$ cat src/rtl/cam_sccb_master.sv
// SCCB write master: START, three 9-bit slots (8 data bits + ACK), STOP.
// Outputs are a registered decode of the present state, so pins lag the FSM by one clk.
module cam_sccb_master #(
  parameter int QTR_DIV = 250
) (
  input  logic        clk,
  input  logic        reset,
  input  logic [23:0] i2c_data,
  input  logic        enable,
  output logic        scl_o,
  output logic        sda_oe,
  input  logic        sda_i,
  output logic        busy,
  output logic        done,
  output logic        ack_err
);
  // state | meaning
  // IDLE  | bus idle, waiting for enable
  // START | 2 quarters: SDA falls with SCL high, then SCL low
  // BIT   | 27 slots of 4 quarters; slots 8, 17, 26 sample ACK
  // STOP  | 3 quarters: SDA low, SCL high, then SDA released
  // DONE  | transfer finished, waits for enable low
  typedef enum logic [2:0] {IDLE, START, BIT, STOP, DONE} state_t;

  localparam int CW = $clog2(QTR_DIV);

  state_t      state;
  logic [CW-1:0] qcnt;
  logic [1:0]  phase;
  logic [4:0]  slot;
  logic [23:0] shreg;
  logic        qtick;
  logic        ack_slot;

  assign qtick    = (qcnt == CW'(QTR_DIV - 1));
  assign ack_slot = (slot == 5'd8) || (slot == 5'd17) || (slot == 5'd26);

  always_ff @(posedge clk) begin
    if (!reset) begin
      state   <= IDLE;
      qcnt    <= '0;
      phase   <= '0;
      slot    <= '0;
      shreg   <= '0;
      scl_o   <= 1'b1;
      sda_oe  <= 1'b0;
      busy    <= 1'b0;
      done    <= 1'b0;
      ack_err <= 1'b0;
    end else begin
      scl_o  <= 1'b1;
      sda_oe <= 1'b0;
      busy   <= 1'b1;
      done   <= 1'b0;
      qcnt   <= qtick ? '0 : qcnt + 1'b1;
      case (state)
        IDLE: begin
          busy  <= 1'b0;
          qcnt  <= '0;
          phase <= '0;
          slot  <= '0;
          if (enable) begin
            shreg   <= i2c_data;
            ack_err <= 1'b0;
            state   <= START;
          end
        end
        START: begin
          scl_o  <= (phase == 2'd0);
          sda_oe <= 1'b1;
          if (qtick) begin
            if (phase == 2'd1) begin
              phase <= '0;
              slot  <= '0;
              state <= BIT;
            end else begin
              phase <= phase + 1'b1;
            end
          end
        end
        BIT: begin
          scl_o  <= (phase == 2'd1) || (phase == 2'd2);
          sda_oe <= ack_slot ? 1'b0 : ~shreg[23];
          if (qtick) begin
            phase <= phase + 1'b1;
            if (phase == 2'd2 && ack_slot)
              ack_err <= ack_err | sda_i;
            if (phase == 2'd3) begin
              if (!ack_slot)
                shreg <= {shreg[22:0], 1'b0};
              if (slot == 5'd26) begin
                phase <= '0;
                state <= STOP;
              end else begin
                slot <= slot + 1'b1;
              end
            end
          end
        end
        STOP: begin
          scl_o  <= (phase != 2'd0);
          sda_oe <= (phase != 2'd2);
          if (qtick) begin
            if (phase == 2'd2) begin
              phase <= '0;
              state <= DONE;
            end else begin
              phase <= phase + 1'b1;
            end
          end
        end
        DONE: begin
          busy <= 1'b0;
          done <= 1'b1;
          qcnt <= '0;
          if (!enable)
            state <= IDLE;
        end
        default: state <= IDLE;
      endcase
    end
  end
endmodule

$ cat config.mk
export PLATFORM = sky130hd
export DESIGN_NAME = cam_sccb_master
export DESIGN_NICKNAME = d
export VERILOG_FILES = /design/src/rtl/cam_sccb_master.sv
export SDC_FILE = /design/constraint.sdc
export NUM_CORES = 1
export LEC_CHECK = 0
export BUFFER_PORTS_ARGS = -buffer_cell sky130_fd_sc_hd__clkbuf_2
export CORE_ASPECT_RATIO = 0.5
export CORE_MARGIN = 2
export CORE_UTILIZATION = 57
export CTS_BUF_LIST = sky130_fd_sc_hd__clkbuf_16
export DETAILED_ROUTE_END_ITERATION = 8
export PLACE_DENSITY_LB_ADDON = 0.12
export SLEW_MARGIN = 5
export SYNTH_ARGS = -nofsm -noshare
export SYNTH_HDL_FRONTEND = slang
export SYNTH_SLANG_ARGS = --single-unit
export TNS_END_PERCENT = 20
$ cat constraint.sdc
create_clock -name clk -period 2.2 [get_ports clk]
set_input_delay 0.44 -clock clk [delete_from_list [all_inputs] [get_ports clk]]
set_output_delay 0.44 -clock clk [all_outputs]
set_load 0.05 [all_outputs]
Yosys cells after proc, flatten, opt, wreduce, memory -nomap -nowiden --
Index checks and enable logic that the tools add are counted.
Word-level totals: RAM bits 0, output and inout bits 5, memory bits (read-only) 0, bits in registers 47, logic and storage cells 95, input bits 28, bits in latches 0, memories kept 0
Cells by class: multiply operators 0, divide/modulo/power cells 0, $lt $le $gt $ge 0, reductions and logical operators 17, equal/unequal tests 24, shift operators 0, bitwise operators 3, multiplexer cells 38, add/sub/neg operators 3
Operators by type and width (count):
- $mux W24 | 4
- $pmux W24 S2 | 1
- $mux W3 | 9
- $ne A2 B2 Y1 const B | 13
- $mux W5 | 5
- $pmux W3 S5 | 1
- $pmux W5 S3 | 1
- $mux W2 | 7
- $eq A5 B5 Y1 const B | 2
- $reduce_and A9 Y1 | 1
- $add A8 B1 Y8 const B | 1
- $eq A8 B8 Y1 const B | 1
- $pmux W2 S4 | 1
- $reduce_and A4 Y1 | 2
- $eq A3 B2 Y1 const B | 2
- $mux W1 | 6
- $pmux W1 S3 | 2
- $reduce_and A6 Y1 | 1
- $add A5 B1 Y5 const B | 1
- $eq A5 B4 Y1 const B | 1
- $reduce_and A5 Y1 | 1
- $eq A2 B2 Y1 const B | 2
- $reduce_bool A2 Y1 | 2
- $reduce_bool A4 Y1 | 1
- 14 further kinds | 17

Longest topological paths before layout --
depth in word-level cells 7, gate-level depth with buffers 9, mapped depth without buffers 7

Least setup slack after synthesis --
Ideal clock, no wire load.
kind register -> register, start reg qcnt[0], end reg shreg[16], cell stages (with the launch flop) 9, setup slack 0.491 ns, path buffers 2, library setup time 0.116 ns, clock period less this slack 1.709 ns, data arrival time 1.593 ns, cell sequence dfxtp_1 -> ha_1 -> nand3b_1 -> or2_1 -> o31ai_2 -> buf_4 -> buf_6 -> nand2_1 -> o211a_1
Between the ends: cells in the longest elaborated chain, start to end 3
Ends and longest elaborated chain:
- start, declared | line 28 | logic [CW-1:0] qcnt;
- start signal, assigned | line 55 | qcnt <= qtick ? '0 : qcnt + 1'b1;
- $eq A8 B8 Y1 | line 35 | assign qtick = (qcnt == CW'(QTR_DIV - 1));
- $ne A2 B2 Y1 (no source line)
- $reduce_and A5 Y1 (no source line)
- end signal, assigned | line 63 | shreg <= i2c_data;
- end signal, assigned | line 90 | shreg <= {shreg[22:0], 1'b0};
- end, declared | line 31 | logic [23:0] shreg;
Every way passes these cells. A chain may end at the register's enable or synchronous reset.

Final worst setup path --
start reg state[0], end reg state[1]
Between the ends: cells in the longest elaborated chain, start to end 3
Ends and longest elaborated chain:
- start, declared | line 27 | state_t state;
- start signal, assigned | line 40 | state <= IDLE;
- start signal, assigned | line 65 | state <= START;
- start signal, assigned | line 75 | state <= BIT;
- $eq A3 B2 Y1 (tied with other cells) | line 56 | case (state)
- $ne A2 B2 Y1 (no source line)
- $reduce_and A9 Y1 (no source line)
Several ways; a longest one is shown, not always the timed one.

==> flow_summary.json <==
{
  "start_util_pct": 60.8,
  "finClkSkew_ns": 0.00478,
  "synth_area_leader_cell": "dfxtp_1",
  "tns_ns": 0,
  "hold_viol_final": 0,
  "cts_root_buf": "clkbuf_16",
  "post-synth-top-count-cell": "dfxtp_1",
  "worst_ep_required_time_ns": 2.41,
  "clock_path_buffers": 2,
  "whs_ns": 0.391,
  "fmax_mhz": 490,
  "cts_resized": 0,
  "boundaryPins": 33,
  "die_area_sq_mm": 0.00482,
  "synth_ff_type": "dfxtp_1",
  "final_area_sq_mm": 0.00281,
  "cp_slowest_stage_delay_ns": 0.60,
  "crit_buf_inv": 0,
  "grt_max_degree": 48,
  "clock_sinks": 47,
  "cpLargestDelayFamily": "compound AO/OA/AOI/OAI gates",
  "end_kind": "register",
  "crit_path_start_kind": "register",
  "portBuffers": 32,
  "grt-ovfl-total": 0,
  "status": "finished, final reports clean",
  "wirelength_um": 4770,
  "period_minus_slack_ns": 2.04,
  "sequentialPowerShare_pct": 46.8,
  "max_slew_margin_pct": 65.0,
  "dp_hpwl_um": 3100,
  "grt_use_total_pct": 21.9,
  "min_period_over_period_pct": 92.8,
  "die_w_um": 96.2,
  "p_sw_uw": 463,
  "worst_slack_ns": 0.159,
  "syn_area_per_cell_sq_um": 9.39,
  "grt_pass1_wl_um": 8210,
  "cp_max_fo": 13,
  "dr.pass1.iters": 4,
  "placed_cell_area_sq_mm": 0.00264,
  "synth_common_cells": "47 x dfxtp_1, 34 x nand2_1, 24 x mux2i_1",
  "post_cts_buffers": 0,
  "vias": 1956,
  "yosysUniqueCellTypes": 41,
  "htree_levels": 2,
  "wire_per_inst_um": 13.9,
  "drive_gt1_share_pct": 17.6,
  "crit_chain": "nand2b_1 > a2bb2oi_1 > o211ai_1 > or4_1 > a31oi_1",
  "first_global_vias": 1840,
  "synthToLayoutAreaGrowth_pct": 15.9,
  "arrival_ns": 2.26,
  "switching_share_pct": 23.2,
  "synth_top_area_share_pct": 38.8,
  "syn-num-nets": 299,
  "drv_cap": 0,
  "layout.nets": 329,
  "tightestPinTransition_ns": 0.521,
  "syn-cell-area_sq_mm": 0.00242,
  "setup_viol": 0,
  "fp.dieH_um": 50.1,
  "vdd.ir_drop.worst_uv": 371,
  "final_cells": 343,
  "pwr-share-clk_pct": 43.6,
  "async_reset_ff_share_pct": 0,
  "cts_tree": "done",
  "critical_path_class": "reg2reg",
  "synthTopCellsByArea": "dfxtp_1 39%, mux2i_1 9.9%, o211a_1 9.5%, ha_1 6.7%, nand2_1 5.3%",
  "power_density_mw_per_mm2": 709,
  "core_sq_mm": 0.00398,
  "critPathSlowestCell": "dfxtp_1",
  "antenna_found_initial": 0,
  "numCtsBuffers": 5,
  "dpl_worst_slack_ns": 0.284,
  "cellLeakagePower_nw": 1.27,
  "synth_enable_flop_cells": 0,
  "synth-seq-cells": 47,
  "drc_errors": 0,
  "diodes": 0,
  "yosysSeqAreaShare_pct": 38.8,
  "drt_iter0_markers": 78,
  "rows": 16,
  "slew_violations": 0,
  "power_frac_comb_pct": 9.6,
  "internal_power_mw": 1.53,
  "syn_inst": 258,
  "rsz0062_at_grt": "no",
  "vias_per_cell": 5.70,
  "clk_latency_ns": 0.29,
  "clk_pin_slew_ns": 0.06,
  "yosysWarnings": 0,
  "place_inst": 335,
  "hp-class": "in2reg",
  "antenna_left": 0,
  "cts_hold_buf": 0,
  "gp_congestion": 0.875
}
worst paths after layout:
| check | start | to | slack, ns | cells after the start |
|---|---|---|---|---|
| setup / recovery | state[0] | state[1] | 0.16 | 5 |
| hold / removal | i2c_data[0] | shreg[0] | 0.39 | 3 |
| setup reg to reg | state[0] | state[1] | 0.16 | 5 |
| hold reg to reg | shreg[0] | shreg[0] | 0.48 | 2 |
state kept, by name (all words and copies together), names as in the netlist:
register  count
shreg        24
qcnt          8
slot          5
state         3
phase         2
ack_err       1
busy          1
done          1
scl_o         1
sda_oe        1
cell usage in the layout, fill, tap and decap left out, types with 2 or more instances in the layout:
cell type	instances
a32oi_1	2
xnor2_1	5
o211ai_1	4
nand3_1	12
and3_1	4
o31ai_1	4
dfxtp_1	47
a32o_1	2
nand3b_1	4
nor2b_1	4
mux2i_1	24
nor2_1	14
nand2_1	34
clkbuf_16	5
a21oi_1	5
xor2_1	3
inv_1	9
o21ai_0	6
nor3_1	2
buf_4	5
clkbuf_2	32
nand2b_1	2
o211a_1	23
and2_1	4
a2bb2oi_1	2
ha_1	13
stage by stage:
stage	power (mW)	utilization, %
after floorplan	1.08	-
after global placement	1.13	66.2
after detailed placement	1.14	66.2
after CTS	2.01	70.5
after global routing	2.07	70.5
final	1.99	70.5
final cells by class:
class                           instances  area (sq um)
Clock inverter                          3          46.3
Multi-Input combinational cell        187          1380
Inverter                                9          33.8
Tap cell                               54          67.6
Timing Repair Buffer                   38           218
Fill cell                             315          1180
Clock buffer                            5           125
Sequential cell                        47           941
worst register-to-register path, stage by stage (launching register included):
cell and delay (ns):
dfxtp_1 0.60, nand2b_1 0.21, a2bb2oi_1 0.33, o211ai_1 0.23, or4_1 0.44, a31oi_1 0.17
cells by family after synthesis:
kind of cell    after synthesis  synth area share (%)
mux                          25                  10.4
compound gates               54                  18.7
buf+inv                      24                  4.91
simple gates                 87                  17.6
xor+xnor                      8                  2.89
fa+ha+maj                    13                  6.72
flops                        47                  38.8
per-layer routing:
metal  vias up  share of wire (%)  track usage (%)
met1       902                 48             29.2
met5         -                  0                0
met3        10                6.8             7.49
met2        63                 44             33.6
li1        981                  -                -
met4         0                1.6             6.67
power groups by stage:
stage | combinational [mW] | sequential (mW) | clock, mW
6_report | 0.191 | 0.932 | 0.869
5_1_grt | 0.212 | 0.937 | 0.925
3_5_place_dp | 0.189 | 0.950 | 0
3_3_place_gp | 0.183 | 0.947 | 0
2_1_floorplan | 0.132 | 0.948 | 0
4_1_cts | 0.191 | 0.931 | 0.885
(Power assumes the default switching activity.)
